[src/rtl/shake_coef_unpacker.sv]
// Squeeze-side consumer for the SHAKE256 core: starts the sponge with the byte
// length for N_COEF coefficients, then repacks the 64-bit squeeze stream
// little-endian into COEF_W-bit coefficients on a valid/ready stream.
module shake_coef_unpacker #(
    parameter int COEF_W = 13,
    parameter int N_COEF = 256
) (
    input  logic              clk,
    input  logic              rst_n,
    input  logic              req,
    output logic              busy,
    output logic              done,
    output logic              err,
    output logic              shk_start,
    output logic [12:0]       shk_out_len,
    input  logic [63:0]       shk_data,
    input  logic [7:0]        shk_keep,
    input  logic              shk_valid,
    output logic              shk_ready,
    input  logic              shk_last,
    input  logic              shk_done,
    output logic [COEF_W-1:0] coef,
    output logic              coef_valid,
    input  logic              coef_ready,
    output logic              coef_last
);
    localparam int                BUF_W     = COEF_W + 63;
    localparam int                CCNT_W    = (N_COEF > 1) ? $clog2(N_COEF) : 1;
    localparam logic [12:0]       OUT_BYTES = 13'((N_COEF * COEF_W + 7) / 8);
    localparam logic [6:0]        COEF_W7   = 7'(COEF_W);
    localparam logic [CCNT_W-1:0] CCNT_LAST = CCNT_W'(N_COEF - 1);

    typedef enum logic [2:0] {
        S_IDLE,
        S_START,
        S_RUN,
        S_WAIT,
        S_FIN
    } state_t;

    state_t            state_q, state_d;
    logic [BUF_W-1:0]  bits_q, bits_d;
    logic [6:0]        bcnt_q, bcnt_d;
    logic [CCNT_W-1:0] ccnt_q, ccnt_d;
    logic [13:0]       byte_cnt_q, byte_cnt_d;
    logic              last_seen_q, last_seen_d;
    logic              err_q, err_d;

    logic [3:0]        kept_n;
    logic              keep_found;
    logic              keep_gap;
    logic [63:0]       data_kept;

    // Outputs are pure functions of registered state, so they never glitch on inputs.
    assign busy        = (state_q != S_IDLE);
    assign shk_start   = (state_q == S_START);
    assign done        = (state_q == S_FIN);
    assign err         = err_q;
    assign shk_out_len = OUT_BYTES;
    assign coef        = bits_q[COEF_W-1:0];
    assign coef_valid  = (state_q == S_RUN) && (bcnt_q >= COEF_W7);
    assign shk_ready   = (state_q == S_RUN) && (bcnt_q < COEF_W7) && !last_seen_q;
    assign coef_last   = coef_valid && (ccnt_q == CCNT_LAST);

    // Decode the keep mask: kept bytes = index of the first zero, anything set above it is a gap.
    always_comb begin
        // NOTE: every variable gets a default before any branch, otherwise a latch is inferred.
        kept_n     = 4'd8;
        keep_found = 1'b0;
        keep_gap   = 1'b0;
        data_kept  = '0;
        for (int i = 0; i < 8; i++) begin
            if (!shk_keep[i] && !keep_found) begin
                kept_n     = 4'(i);
                keep_found = 1'b1;
            end
        end
        for (int i = 0; i < 8; i++) begin
            if (4'(i) < kept_n) begin
                data_kept[8*i +: 8] = shk_data[8*i +: 8];
            end else if (shk_keep[i]) begin
                keep_gap = 1'b1;
            end
        end
    end

    // Next-state logic for the control FSM and the bit buffer.
    always_comb begin
        // NOTE: combinational blocks use blocking '=' so later lines see the updated value (byte_cnt_d below).
        state_d     = state_q;
        bits_d      = bits_q;
        bcnt_d      = bcnt_q;
        ccnt_d      = ccnt_q;
        byte_cnt_d  = byte_cnt_q;
        last_seen_d = last_seen_q;
        err_d       = err_q;
        case (state_q)
            S_IDLE: begin
                if (req) begin
                    bits_d      = '0;
                    bcnt_d      = '0;
                    ccnt_d      = '0;
                    byte_cnt_d  = '0;
                    last_seen_d = 1'b0;
                    err_d       = 1'b0;
                    state_d     = S_START;
                end
            end
            S_START: state_d = S_RUN;
            S_RUN: begin
                // Ready and valid are mutually exclusive on bcnt, so at most one branch transfers.
                if (shk_valid && shk_ready) begin
                    bits_d     = bits_q | (BUF_W'(data_kept) << bcnt_q);
                    bcnt_d     = bcnt_q + {kept_n, 3'b000};
                    byte_cnt_d = byte_cnt_q + 14'(kept_n);
                    if (keep_gap) err_d = 1'b1;
                    if (shk_last) begin
                        last_seen_d = 1'b1;
                        if (byte_cnt_d != 14'(OUT_BYTES)) err_d = 1'b1;
                    end
                end else if (coef_valid && coef_ready) begin
                    if (coef_last) begin
                        // Fewer than 8 padding bits remain; drop them.
                        bits_d  = '0;
                        bcnt_d  = '0;
                        state_d = S_WAIT;
                    end else begin
                        bits_d = bits_q >> COEF_W;
                        bcnt_d = bcnt_q - COEF_W7;
                        ccnt_d = ccnt_q + 1'b1;
                    end
                end else if (last_seen_q && (bcnt_q < COEF_W7)) begin
                    // Stream ended before all coefficients could be formed.
                    err_d   = 1'b1;
                    state_d = S_WAIT;
                end
            end
            S_WAIT:  if (shk_done) state_d = S_FIN;
            S_FIN:   state_d = S_IDLE;
            default: state_d = S_IDLE;
        endcase
    end

    // State registers with asynchronous active-low reset.
    always_ff @(posedge clk or negedge rst_n) begin
        if (!rst_n) begin
            state_q     <= S_IDLE;
            // NOTE: the bit buffer is reset too, because coef reads it directly and must be 0 out of reset.
            bits_q      <= '0;
            bcnt_q      <= '0;
            ccnt_q      <= '0;
            byte_cnt_q  <= '0;
            last_seen_q <= 1'b0;
            err_q       <= 1'b0;
        end else begin
            // NOTE: sequential state uses non-blocking '<=' so all flops update from pre-edge values.
            state_q     <= state_d;
            bits_q      <= bits_d;
            bcnt_q      <= bcnt_d;
            ccnt_q      <= ccnt_d;
            byte_cnt_q  <= byte_cnt_d;
            last_seen_q <= last_seen_d;
            err_q       <= err_d;
        end
    end

endmodule

[config.mk]
export PLATFORM = sky130hd
export DESIGN_NAME = shake_coef_unpacker
export DESIGN_NICKNAME = d
export VERILOG_FILES = /design/src/rtl/shake_coef_unpacker.sv
export SDC_FILE = /design/constraint.sdc
export NUM_CORES = 1
export LEC_CHECK = 0
export BUFFER_PORTS_ARGS = -buffer_cell sky130_fd_sc_hd__buf_2
export CAP_MARGIN = 20
export CORE_MARGIN = 2
export CORE_UTILIZATION = 65
export DETAILED_ROUTE_END_ITERATION = 8
export PLACE_DENSITY = 0.91
export REMOVE_ABC_BUFFERS = 1
export SLEW_MARGIN = 20
export SYNTH_ARGS = -nofsm -noshare
export SYNTH_HDL_FRONTEND = slang
export SYNTH_SLANG_ARGS = --single-unit
[constraint.sdc]
create_clock -name clk -period 4.5 [get_ports clk]
set_clock_uncertainty 0.2 [all_clocks]
set_input_delay 0.225 -clock clk [delete_from_list [all_inputs] [get_ports clk]]
set_output_delay 0.225 -clock clk [all_outputs]
set_load 0.01 [all_outputs]
# Word-level counts from Yosys, hierarchy flattened
# Index checks and enable logic that the tools add are counted.
totals:
  reg_bits: 110
  in_bits: 79
  elab_cells: 153
op_classes:
  add_sub_neg: 4
  magnitude_cmp: 10
  n_eq_ne: 18
  shift: 1
  mux: 75
  bitwise_logic: 1
  reduce_logical: 37
op_table:
  columns: ["operator", "count"]
  rows:
  - ["$mux 76", 3]
  - ["$pmux 76 s2", 1]
  - ["$mux 8", 12]
  - ["$or 76x76->76", 1]
  - ["$shl 64x7->76", 1]
  - ["$mux 63", 1]
  - ["$mux 1", 32]
  - ["$mux 4", 8]
  - ["$mux 14", 2]
  - ["$mux 7", 4]
  - ["$pmux 14 s2", 1]
  - ["$mux 3", 6]
  - ["$lt 3x4->1 const A", 4]
  - ["$pmux 8 s2", 1]
  - ["$add 14x4->14", 1]
  - ["$logic_and 1x1->1", 14]
  - ["$logic_not 1->1", 14]
  - ["$ne 14x9->1 const B", 1]
  - ["$pmux 7 s2", 1]
  - ["$pmux 3 s4", 1]
  - ["$ne 2x2->1 const B", 5]
  - ["$reduce_and 5->1", 2]
  - ["$ne 3x1->1 const B", 3]
  - ["$add 8x1->8 const B", 1]
  - ["18 further kinds", 26]

# Logic depth before layout (Yosys ltp)
# Gate-level depths: netlist of run 1.
logic_depth:
  ltp_word: 42
  mapped_depth: 16
  depth_no_buf: 15

# Least setup slack after synthesis of run 1
# OpenSTA, ideal clock, no wires.
synth_path:
  path_type: "input-to-reg"
  startpoint: "input shk_keep[4]"
  endpoint: "register err_q (netlist: err)"
  setup_ns: 0.133
  arrival_ns: 2.813
  setup_slack_ns: 1.354
  stages: 15
  n_path_buf: 2
  path_cell_list: "clkbuf_1 > clkbuf_1 > nand2_1 > nand2_1 > nand2_1 > a21oi_1 > ha_1 > inv_1 > fa_1 > nor2b_1 > o21ai_0 > a21boi_1 > nand3_1 > a2111oi_2 > a31oi_1"
synth_between:
  elab_chain_len: 33
  elab_cells_between_ends: 45
synth_rtl:
  columns: ["element", "line_no", "text"]
  rows:
  - ["start: declaration", "17", "input logic [7:0] shk_keep,"]
  - ["$logic_not 1->1", "73", "if (!shk_keep[i] && !keep_found) begin"]
  - ["$logic_and 1x1->1", "73", null]
  - ["$mux 1", "73", null]
  - ["$logic_not 1->1", "73", null]
  - ["$logic_and 1x1->1", "73", null]
  - ["$mux 1", "73", null]
  - ["$logic_not 1->1", "73", null]
  - ["$logic_and 1x1->1", "73", null]
  - ["[... 17 more ...]", null, null]
  - ["$mux 1", "79", "if (4'(i) < kept_n) begin"]
  - ["$mux 1", "81", "end else if (shk_keep[i]) begin"]
  - ["$mux 1", "79", null]
  - ["$mux 1", "116", "if (keep_gap) err_d = 1'b1;"]
  - ["$mux 1", "119", "if (byte_cnt_d != 14'(OUT_BYTES)) err_d = 1'b1;"]
  - ["$mux 1 *", "117", "if (shk_last) begin"]
  - ["$mux 1 *", "112", "if (shk_valid && shk_ready) begin"]
  - ["$pmux 1 s2 *", "97", "case (state_q)"]
  - ["end signal: assignment", "163", "err_q <= err_d;"]
  - ["end: declaration", "47", "logic err_q, err_d;"]
# Every way passes the cells marked *; elsewhere a longest branch is shown, timed or not.
# A chain may end at the register's enable or synchronous reset.

# Final worst setup path of run 1
layout_path:
  startpoint: "register bcnt_q[5]"
  endpoint: "register ccnt_q[5]"
layout_between:
  elab_chain_len: 6
  elab_cells_between_ends: 12
layout_rtl:
  columns: ["element", "line_no", "text"]
  rows:
  - ["start: declaration", "43", "logic [6:0] bcnt_q, bcnt_d;"]
  - ["start signal: assignment", "159", "bcnt_q <= bcnt_d;"]
  - ["$lt 7x4->1", "62", "assign shk_ready = (state_q == S_RUN) && (bcnt_q < COEF_W7) && !last_seen_q;"]
  - ["$logic_and 1x1->1 (2 in series)", "62", null]
  - ["$logic_and 1x1->1", "112", null]
  - ["$ne 2x2->1 (no line)", null, null]
  - ["$reduce_and 5->1 (no line) *", null, null]
  - ["end signal: assignment", "160", "ccnt_q <= ccnt_d;"]
  - ["end: declaration", "44", "logic [CCNT_W-1:0] ccnt_q, ccnt_d;"]
# Marked as above.

==> results.md, run 1 <==
* Status: finished clean
* Post-CTS sizing at 0
* Number of global-route vias before repair at 9,957
* Main synth FF type: dfrtp_1
* Clk_lat worst skew at 0.36 ns
* Inserted Clock Buffers at 9
* Routed Antenna Nets at 0
* Clock Sinks at 110
* Critical path startpoint category: flip-flop
* Sequential share of the synthesized area at 26.3%
* Root Buffer: clkbuf_16
* Critical path peak fanout at 23
* Worst Hold Class: in -> reg
* Total grt overflow at 0
* Worst hold slack at 0.0115 ns
* DP HPWL at 26.9 mm
* Final period util at 84.4%
* Clock Path Buffers at 2
* Die area at 17,100 sq um
* R2R Setup Slk at 0.70 ns
* Total wire length at 37.4 mm
* Minimum clock period at 3.80 ns
* Cell Count, Final, Fillers Out at 1,506
* Max-cap violations at 0
* Worst R2R Path Depth at 6
* Fmax at 0.263 GHz
* Placed instance count at 1,486
* Synth warn at 0
* Vias/cell at 7.51
* Reg clk slew, reported paths at 0.09 ns
* Initial antenna violation count at 2
* Via count at 11,310
* Initial core utilization at 66.1%
* WP data arrival at 3.82 ns
* Worst EP required at 4.53 ns
* Crit path capture type: flip-flop
* Crit. Startpoint: bcnt_q[5]$_DFFE_PN0P_
* Num ports at 112
* Global-route wire length before repair at 56.5 mm
* WP buf/inv at 0
* Fin util at 70.2%
* Unique masters post-synth at 90
* Fraction of layout cells with a size suffix above 1 at 17.3%
* Maximum vdd drop at 421 uV
* Mean Syn Cell Area at 8.18 sq um
* Rows at 46
* GR Util All Layers at 43.5%
* Crit path cell chain: or3_1 > o21ai_2 > a211oi_4 > nand2_1 > o21ai_0 > o21ai_0
* DRT Pass-1 Iters at 7
* Critical path depth at 6
* Final setup fails at 0
* TritonCTS clock tree: yes
* Sum Neg Setup Slack at 0 ns
* DIE HEIGHT at 131 um
* Final-report max-slew violation count at 0
* Unrepaired setup endpoints after global routing: false
* Slowest Stage Delay on Critical Path at 1.04 ns
* Crit-path leading delay family: compound AO/OA/AOI/OAI gates
* Cells after Synth at 1,278
* Reg2Reg Launch Point: bcnt_q[5]$_DFFE_PN0P_
* # H-tree levels at 3
* Synth async-reset ratio at 100%
* Final Hold Viols at 0
* R2r endpoint: ccnt_q[5]$_DFFE_PN0P_
* CP max stage cell: a211oi_4
* Post-synthesis register bit count at 110
* Pwr Density at 635 nW/um^2
* Synthesis-to-finish area growth at 6.20%
* Starting DRT DRC Count at 1,690
* Drt wl/cell at 24.8 um
* Die X at 131 um
* Syn Std Cell Area at 10,500 sq um
* Core footprint at 15,800 sq um
* Rel. slew slack at 19.7%
* Setup WS pre-CTS at 0.865 ns
* Worst Tran Pin Value at 1.20 ns
* Critical Path Most Common Cell: o21ai_0
* Crit path kind: reg -> reg
* GP Congestion at 1.03
* Port bufs at 98
* Post-synth EDFFs at 0
* Worst Setup EP: ccnt_q[5]$_DFFE_PN0P_
* Drt drc at 0
* Lkg Pwr at 0.00435 uW
* Final worst slack at 0.703 ns
* NumNets Final at 1,375
* Largest net degree at the start of global routing at 99
-- synth_stat cells (18+ instances only) --
| cell | n | area share [%] |
|---|---|---|
| buf_2 | 45 | 2.2 |
| a22oi_1 | 24 | 1.7 |
| nor3_1 | 31 | 1.5 |
| nor2_1 | 100 | 3.6 |
| o211ai_1 | 20 | 1.4 |
| nand2_1 | 106 | 3.8 |
| mux2i_1 | 27 | 2.6 |
| buf_4 | 35 | 2.5 |
| mux4_2 | 43 | 9.3 |
| o22ai_1 | 18 | 1.1 |
| nand3_1 | 48 | 2.3 |
| and3_1 | 22 | 1.3 |
| clkbuf_1 | 45 | 1.6 |
| inv_1 | 28 | 1.0 |
| a21oi_1 | 139 | 6.7 |
| o21ai_0 | 97 | 4.6 |
| a31oi_1 | 27 | 1.6 |
| a211oi_1 | 20 | 1.4 |
| dfrtp_1 | 110 | 26 |
-- cells by family (layout without fill, tap and decap cells) --
family | Yosys count | after routing | share of synthesized area [%]
AO/OA/AOI/OAI | 488 | 488 | 30.4
AND/OR/NAND/NOR | 401 | 401 | 18.9
buffers and inverters | 176 | 176 | 8.84
flip-flops | 110 | 110 | 26.3
multiplexers | 82 | 82 | 13.3
adder cells (fa/ha/maj) | 12 | 12 | 1.58
XOR/XNOR | 7 | 7 | 0.586
other | 2 | 14 | 0.0718
-- area by class of cell --
class	instances	area, sq um
Clock inverter	7	72.6
Inverter	31	116
Timing Repair Buffer	129	796
Multi-Input combinational cell	1003	6860
Antenna cell	1	2.50
Fill cell	1287	4720
Sequential cell	110	2760
Tap cell	216	270
Clock buffer	9	225
-- what timing repair did --
action,in CTS,in global routing
buffers inserted,0,0
hold buffers,3,0
setup endpoints to repair,0,0
hold endpoints to repair,38,0
-- cells in the final DEF (no fill, tap or decap), drive strengths merged, types with 16 or more instances in the layout --
cell type  Yosys  routed
and3          22      22
a21oi        139     139
a211oi        21      21
nand3         48      48
mux2i         27      27
inv           28      33
nor2         101     101
a22oi         24      24
o31ai         16      16
nand2        106     106
buf          100     126
a31oi         28      28
nor3          33      33
mux4          44      44
o21ai        103     103
dfrtp        110     110
o211ai        20      20
o22ai         18      18
-- power by group --
group          internal (uW)  switching, uW
Clock                    396            418
Sequential              1340            427
Combinational           1550           2920
Total                   3290           3770
-- how the worst min path moves through the flow --
| stage | startpoint | to | slack [ns] | cells past startpoint |
|---|---|---|---|---|
| finish | shk_last | err$_DFFE_PN0P_ | 0.01 | 3 |
| CTS | shk_last | err$_DFFE_PN0P_ | 0.02 | 3 |
| floorplan | rst_n | bcnt_q[0]$_DFFE_PN0P_ | -0.27 | 0 |
| global route | shk_last | err$_DFFE_PN0P_ | 0.03 | 3 |
| global placement | rst_n | bits_q[62]$_DFFE_PN0P_ | 0.02 | 1 |
| detailed placement | rst_n | bits_q[69]$_DFFE_PN0P_ | 0.02 | 1 |
-- worst reg2reg max path, cell delays in order, from the launching register on --
cell      delay [ns]
dfrtp_1         0.67
or3_1           0.67
o21ai_2         0.27
a211oi_4        1.04
nand2_1         0.41
o21ai_0         0.28
o21ai_0         0.13
-- flip-flops by register name (all words and copies together), names as in the netlist --
name	flops
bcnt_q	7
bits_q	76
byte_cnt_q	14
ccnt_q	8
err	1
last_seen_q	1
state_q	3
-- routing by layer --
layer  track usage, %  wire [um]
met4             23.1       2500
met3             11.6       5050
met1             58.2      13800
met5                0          0
met2             64.9      16100
-- through the flow --
stage	total power, uW	instance area, sq um
after detailed placement	6020	10800
final	7060	11100
after global placement	5930	10800
after CTS	6840	11100
after floorplan	4480	9690
after global routing	7370	11100
(Power assumes the default switching activity.)
==> run 2: changes to the inputs <==
--- a/config.mk
+++ b/config.mk
@@ -8,9 +8,9 @@
 export BUFFER_PORTS_ARGS = -buffer_cell sky130_fd_sc_hd__buf_2
 export CAP_MARGIN = 20
 export CORE_MARGIN = 2
-export CORE_UTILIZATION = 65
+export CORE_UTILIZATION = 55
 export DETAILED_ROUTE_END_ITERATION = 8
-export PLACE_DENSITY = 0.91
+export PLACE_DENSITY = 0.82
 export REMOVE_ABC_BUFFERS = 1
 export SLEW_MARGIN = 20
 export SYNTH_ARGS = -nofsm -noshare
==> constraint.sdc (replaced) <==
create_clock -name clk -period 3.4 [get_ports clk]
set_clock_uncertainty 0.2 [all_clocks]
set_input_delay 0.17 -clock clk [delete_from_list [all_inputs] [get_ports clk]]
set_output_delay 0.17 -clock clk [all_outputs]
set_load 0.01 [all_outputs]
==> run 2 against run 1 <==
Compared with the run above: combinational power increased by 41%; critical path depth increased by 10; first-iteration DRC count decreased by 1.7%; core utilization decreased by 9.0 points; sequential share of layout area decreased by 0.72 points; largest power group unchanged; highest routed layer unchanged.
==> results.md, run 2 (synthesized netlist as in run 1, its figures left out) <==
* Status: finished clean
* DIE HEIGHT at 142 um (+8.4%)
* Slowest Stage Delay on Critical Path at 0.43 ns (-0.61 ns)
* Clock Path Buffers at 2 (unchanged)
* Global-route wire length before repair at 58.8 mm (+4.1%)
* Worst Hold Class: in -> reg
* GP Congestion at 1.04 (+1.7%)
* Inserted Clock Buffers at 9 (unchanged)
* Maximum vdd drop at 460 uV (+9.1%)
* Routed Antenna Nets at 0 (unchanged)
* Drt drc at 0 (unchanged)
* Worst R2R Path Depth at 7 (+1)
* Pwr Density at 838 nW/um^2 (+32%)
* Fraction of layout cells with a size suffix above 1 at 19.7% (+2.4 points)
* Lkg Pwr at 0.00454 uW (+4.4%)
* Clk_lat worst skew at 0.36 ns (about the same)
* Sw Ratio at 52.2% (-1.1 points)
* TritonCTS clock tree: yes
* Register area at 2760 sq um (unchanged)
* Worst EP required at 3.44 ns (-1.09 ns)
* Drt wl/cell at 24.4 um (-1.6%)
* CP max stage cell: fa_1
* Critical Path Most Common Cell: nand2_1
* Number of global-route vias before repair at 10,223 (+2.7%)
* Rel. slew slack at 31.6% (+12 points)
* Switching pwr at 5010 uW (+33%)
* NumNets Final at 1,417 (+3.1%)
* Vias/cell at 7.09 (-5.6%)
* Rows at 50 (+8.7%)
* Final Hold Viols at 0 (unchanged)
* Commonest non-fill, non-tap cell in the layout: a21oi_1
* Reg2Reg Launch Point: bcnt_q[0]$_DFFE_PN0P_
* R2R Setup Slk at 0.35 ns (-0.35 ns)
* Initial antenna violation count at 0 (-2)
* DRT Pass-1 Iters at 6 (-1)
* Port bufs at 98 (unchanged)
* Via count at 11,094 (-1.9%)
* Root Buffer: clkbuf_16
* # fillers at 1,671 (+30%)
* Largest register FFs at 76 (unchanged)
* Crit path capture type: flip-flop
* N_diodes at 0 (-1)
* Worst Hold Launch: shk_keep[0]
* Num ports at 112 (unchanged)
* Minimum clock period at 3.07 ns
* Synthesis-to-finish area growth at 9.34%
* Core footprint at 18,700 sq um (+18%)
* Max-cap violations at 0 (unchanged)
* Die area at 20,100 sq um (+18%)
* Critical path peak fanout at 6 (-74%)
* Crit path kind: in -> reg
* Final period util at 90.4%
* Largest net degree at the start of global routing at 90 (-9.1%)
* Multi-input gate area at 6860 sq um (unchanged)
* Initial core utilization at 55.9% (-10 points)
* WP data arrival at 3.11 ns (-0.71 ns)
* Starting DRT DRC Count at 1,661 (-1.7%)
* Hold-critical path depth at 3 (unchanged)
* # H-tree levels at 3 (unchanged)
* Worst Tran Pin Value at 1.02 ns (-0.179 ns)
* Clock power share at 10.8% (-0.7 points)
* Final setup fails at 0 (unchanged)
* DP HPWL at 28.3 mm (+5.4%)
* R2r endpoint: bits_q[70]$_DFFE_PN0P_
* Post-CTS Setup Repair Bufs at 0 (unchanged)
* Die X at 142 um (+8.4%)
* Fmax at 0.325 GHz
* Largest regs: bits_q x76, byte_cnt_q x14, ccnt_q x8
* Total wire length at 38.2 mm (+2.2%)
* Crit path cell chain: buf_2 > inv_1 > o21ai_0 > nand2_1 > nand2_1 > nand2_1 > a21oi_1 > ha_1 > inv_1 > fa_1 > nor2b_1 > o21ai_0 > a21boi_1 > nand3_1 > a2111oi_2 > a31oi_1
* Fin util at 61.1% (-9.0 points)
* Critical path startpoint category: input port
* Most frequent cells in the layout: a21oi_1 (138), nand2_1 (106), dfrtp_1 (106)
* GR Util All Layers at 38.0% (-5.5 points)
* Clock Sinks at 110 (unchanged)
* Total grt overflow at 0 (unchanged)
* Unrepaired setup endpoints after global routing: false
* Power Total at 9580 uW (+36%)
* Reg clk slew, reported paths at 0.08 ns (about the same)
* WP buf/inv at 3 (+3)
* Sequential power share at 23.1% (-1.9 points)
* Cell Int Power at 4580 uW (+39%)
* Biggest register: bits_q
* Final-report max-slew violation count at 0 (unchanged)
* Combinational Power Share at 66.1% (+2.7 points)
* Hold path endpoint: bits_q[11]$_DFFE_PN0P_
* Crit-path leading delay family: compound AO/OA/AOI/OAI gates
==> run 2: cell count changes in the layout (fill, tap and decap cells not counted), sizes merged <==
cell | previous run | this run
inv | 33 | 29
buf | 126 | 167
dlygate4sd3 | 3 | 4
clkbuf | 9 | 11
diode | 1 | 0
clkinvlp | 0 | 2
==> run 2: power groups by stage <==
stage | clock network, uW | logic (uW) | registers [uW]
after floorplan | 0 | 3460 | 2470
after global placement | 0 | 6030 | 2210
after detailed placement | 0 | 6100 | 2210
after CTS | 1030 | 6130 | 2200
after global routing | 1080 | 6730 | 2260
final | 1040 | 6330 | 2210
==> run 2: area by class of cell <==
class / count / area share, %
inverter: 31 / 1.02
multi-input combinational: 1003 / 60.0
clock inverter: 5 / 0.383
tap: 234 / 2.56
clock buffer: 11 / 2.04
sequential: 110 / 24.2
timing repair buffer: 171 / 9.85
==> run 2: worst max-delay path by stage <==
| stage | from | to | slack [ns] | cells past startpoint |
|---|---|---|---|---|
| global placement | shk_keep[6] | err$_DFFE_PN0P_ | 0.18 | 16 |
| detailed placement | shk_keep[6] | err$_DFFE_PN0P_ | 0.04 | 16 |
| CTS | bcnt_q[0]$_DFFE_PN0P_ | ccnt_q[2]$_DFFE_PN0P_ | 0.31 | 7 |
| global route | shk_keep[6] | err$_DFFE_PN0P_ | 0.07 | 16 |
| floorplan | bcnt_q[1]$_DFFE_PN0P_ | bcnt_q[5]$_DFFE_PN0P_ | -3.24 | 8 |
| finish | shk_keep[6] | err$_DFFE_PN0P_ | 0.33 | 16 |
==> run 2: timing repair <==
item                       4_1_cts  5_1_grt
hold endpoints to repair        54        0
setup endpoints to repair        0        1
gates resized for setup          0        1
hold buffers                     4        0
==> run 2: worst register-to-register path: stages (launching register included) <==
cell,delay (ns)
dfrtp_4,0.54
buf_12,0.30
mux4_2,0.62
inv_1,0.09
a2bb2oi_1,0.44
nor3_1,0.11
a2111oi_0,0.48
a31oi_1,0.14
==> run 2: stage by stage <==
step                      TNS [ns]  cell area, sq um  setup slack [ns]  hold WS [ns]  instances
final                            0             11400             0.326         0.116       1565
after global routing             0             11400            0.0680         0.112       1565
after CTS                        0             11400             0.310        0.0946       1565
after detailed placement         0             11100            0.0429        0.0615       1545
after global placement           0             11100             0.180        0.0510       1545
after floorplan            -270.01              9690             -3.24        -0.326       1144
==> run 2: routing by layer <==
layer	up-vias	GRT usage, %	routed length [um]
li1	4936	-	-
met5	-	0	0
met2	784	57.5	16700
met1	5219	52.3	14800
met4	0	18.9	2270
met3	155	7.46	4440
==> run 3: changes to the inputs <==
--- a/config.mk
+++ b/config.mk
@@ -5,12 +5,14 @@
 export SDC_FILE = /design/constraint.sdc
 export NUM_CORES = 1
 export LEC_CHECK = 0
+export ABC_AREA = 1
 export BUFFER_PORTS_ARGS = -buffer_cell sky130_fd_sc_hd__buf_2
 export CAP_MARGIN = 20
 export CORE_MARGIN = 2
-export CORE_UTILIZATION = 55
+export CORE_UTILIZATION = 56
 export DETAILED_ROUTE_END_ITERATION = 8
-export PLACE_DENSITY = 0.82
+export MAX_ROUTING_LAYER = met4
+export PLACE_DENSITY = 0.83
 export REMOVE_ABC_BUFFERS = 1
 export SLEW_MARGIN = 20
 export SYNTH_ARGS = -nofsm -noshare
==> run 3 against run 2 <==
Compared with the run above: highest routed layer unchanged; critical path depth down 4; via count increased by 25%; die area rose by 7.1%; first-iteration DRC count down 14%; largest cell class unchanged.
==> results.md, run 3 <==
* Top cell type's share of synthesized area at 24.1% (-2.2 points)
* Most frequent cells after synthesis: nand2_1 (691), nand3_1 (416), nor2_1 (140), inv_1 (133), o21ai_0 (128)
* Worst Hold Class: in -> reg
* Lkg Pwr at 0.00639 uW (+41%)
* Cell Count, Final, Fillers Out at 2,316 (+48%)
* Crit path capture type: flip-flop
* Global-route wire length before repair at 69.1 mm (+17%)
* Crit-path leading delay family: buffers and inverters
* R2R Setup Slk at 0.32 ns (-0.03 ns)
* DR top layer: met4
* Fraction of layout cells with a size suffix above 1 at 9.83% (-9.9 points)
* Via count at 13,910 (+25%)
* Crit path kind: reg -> reg
* Commonest non-fill, non-tap cell in the layout: nand2_1
* GP Congestion at 1.04 (-0.54%)
* Routed Antenna Nets at 0 (unchanged)
* Clock Path Buffers at 2 (unchanged)
* Compound-cell area share of the yosys netlist at 13.8% (-17 points)
* Cells after Synth at 2,015 (+58%)
* Final Hold Viols at 0 (unchanged)
* Post-CTS Setup Repair Bufs at 0 (unchanged)
* # H-tree levels at 3 (unchanged)
* Drt wl/cell at 19.0 um (-22%)
* Rows at 52 (+4.0%)
* Unique masters post-synth at 47 (-48%)
* Post-CTS sizing at 0 (unchanged)
* Initial antenna violation count at 0 (unchanged)
* Reg clk slew, reported paths at 0.10 ns (+0.02 ns)
* Critical path startpoint category: flip-flop
* Most frequent cells in the layout: nand2_1 (691), nand3_1 (416), nor2_1 (139)
* Synth async-reset ratio at 100% (unchanged)
* Simple-gate share of the synthesized area at 48.6% (+30 points)
* Mux contribution to synthesized area at 0% (-13 points)
* Final setup fails at 0 (unchanged)
* Largest cells by area after synthesis: dfrtp_1 (24%), nand2_1 (23%), nand3_1 (18%), o21ai_0 (5.6%), nor2_1 (4.6%)
* Largest regs: bits_q x76, byte_cnt_q x14, ccnt_q x8
* Post-synth EDFFs at 0 (unchanged)
* Minimum clock period at 3.08 ns (+0.00530 ns)
* Worst hold slack at 0.00298 ns (-0.113 ns)
* Main combinational cell family by area after synthesis: simple AND/OR/NAND/NOR gates
* Total wire length at 44.0 mm (+15%)
* Placed instance count at 2,295 (+49%)
* Final period util at 90.6% (+0.16 points)
* DR WL met2 at 20.5 mm (+22%)
* Crit. Startpoint: bcnt_q[1]$_DFFE_PN0P_
* Inserted Clock Buffers at 9 (unchanged)
* Die area at 21,600 sq um (+7.1%)
* Metal3 WL at 3.76 mm (-15%)
* Sequential share of the synthesized area at 24.1% (-2.2 points)
* Worst EP required at 3.50 ns (+0.06 ns)
* GR Util All Layers at 42.0% (+3.9 points)
* Worst Hold Launch: shk_valid
* Core footprint at 20,100 sq um (+7.5%)
* CP max stage cell: dfrtp_2
* Clock Sinks at 110 (unchanged)
* XOR/XNOR Fraction of Synth Area at 0.996% (+0.41 points)
* Wire length on met1 at 18.1 mm (+22%)
* Root Buffer: clkbuf_16
* Post-Synth Adder-Cell Area at 1.44% (-0.13 points)
* Total grt overflow at 0 (unchanged)
* Cell taking the most area after synthesis: dfrtp_1
* Crit path cell chain: inv_2 > ha_1 > nand2_1 > nand2_1 > nand2_1 > nor2_1 > nor2_2 > inv_1 > o21ai_0 > nor2_1 > o21ai_0 > o21ai_0
* Port bufs at 98 (unchanged)
* Post-synthesis register bit count at 110 (unchanged)
* Number of global-route vias before repair at 12,616 (+23%)
* Worst R2R Path Depth at 12 (+5)
* Worst Tran Pin Value at 0.851 ns (-0.171 ns)
* DP HPWL at 33.6 mm (+18%)
* Die X at 147 um (+3.5%)
* Unrepaired setup endpoints after global routing: false
* Vias/cell at 6.01 (-15%)
* Largest register FFs at 76 (unchanged)
* Reg2Reg Launch Point: bcnt_q[1]$_DFFE_PN0P_
* Clk_lat worst skew at 0.38 ns (+0.02 ns)
* DRT Pass-1 Iters at 5 (-1)
* TritonCTS clock tree: yes
* Power Total at 11,700 uW (+22%)
* Synth warn at 0 (unchanged)
* Synthesis-to-finish area growth at 8.60%
* Starting DRT DRC Count at 1,423 (-14%)
* Biggest register: bits_q
* Syn Std Cell Area at 11,400 sq um (+9.3%)
* Top-count cell post-synth: nand2_1
* # fillers at 2,024 (+21%)
* Final-report max-slew violation count at 0 (unchanged)
* Maximum vdd drop at 958 uV (+110%)
* Mean Syn Cell Area at 5.67 sq um (-31%)
* DIE HEIGHT at 147 um (+3.5%)
* Hold-fix buffers, CTS at 4 (unchanged)
* Slowest Stage Delay on Critical Path at 0.56 ns (+0.13 ns)
* Hold-critical path depth at 3 (unchanged)
* Initial core utilization at 56.9% (+0.96 points)
* Drt drc at 0 (unchanged)
* WP data arrival at 3.18 ns (+0.07 ns)
* Hold path endpoint: byte_cnt_q[9]$_DFFE_PN0P_
* R2r endpoint: state_q[0]$_DFFE_PN0P_
* WP buf/inv at 2 (-1)
* Rel. slew slack at 43.2% (+12 points)
* Status: finished clean
* Largest net degree at the start of global routing at 89 (-1.1%)
* Pwr Density at 942 nW/um^2 (+12%)
* Main synth FF type: dfrtp_1
* Fmax at 0.325 GHz (-0.17%)
* Critical path peak fanout at 23 (+17)
* Num ports at 112 (unchanged)
* NumNets Final at 2,131 (+50%)
* Max-cap violations at 0 (unchanged)
-- run 3: worst min-delay path, delay by kind of cell --
family	cells	cell delay [ns]
buffers and inverters	1	0.12
and+or+nand+nor	1	0.16
AOI/OAI and AO/OA	1	0.10
-- run 3: cells by family after synthesis --
| kind of cell | count (synthesis) |
|---|---|
| buffers and inverters | 297 |
| AO/OA/AOI/OAI | 283 |
| adder cells (fa/ha/maj) | 12 |
| flip-flops | 110 |
| AND/OR/NAND/NOR | 1298 |
| other | 2 |
| XOR/XNOR | 13 |
-- run 3: layer usage --
metal  vias to the layer above  global-route usage (%)
li1                       6642                       -
met1                      6425                    54.2
met2                       729                    66.9
met3                       114                    6.68
met4                         0                    15.5
met5                         -                       -
-- run 3: area by class of cell --
class	count	area, sq um	area share [%]
clock inverters	7	85.1	0.685
well taps	270	338	2.72
flip-flops and latches	110	2760	22.2
repair buffers	156	1000	8.06
diodes	1	2.50	0.0202
inverters	144	541	4.35
clock buffers	9	225	1.81
multi-input cells	1619	7470	60.1
-- run 3: worst max path at each step --
stage	to	slack (ns)	depth (start not counted)
finish	state_q[0]$_DFFE_PN0P_	0.32	12
global route	state_q[0]$_DFFE_PN0P_	0.04	12
CTS	state_q[0]$_DFFE_PN0P_	0.36	12
detailed placement	err$_DFFE_PN0P_	0.11	20
global placement	err$_DFFE_PN0P_	0.21	20
floorplan	state_q[0]$_DFFE_PN0P_	-1.95	12
-- run 3: through the flow --
step                setup slack, ns  setup TNS [ns]  util, %  area, sq um
floorplan                     -1.95         -118.54        -        10800
global placement              0.209               0     60.0        12100
detailed placement            0.110               0     60.0        12100
CTS                           0.358               0     61.8        12400
global route                 0.0391               0     61.8        12400
finish                        0.321               0     61.8        12400
-- run 3: power by group --
| part | internal (uW) | total, uW | switching, uW |
|---|---|---|---|
| sequential | 1720 | 2050 | 329 |
| clock | 534 | 1170 | 635 |
| combinational | 2340 | 8480 | 6140 |
| total | 4600 | 11700 | 7100 |
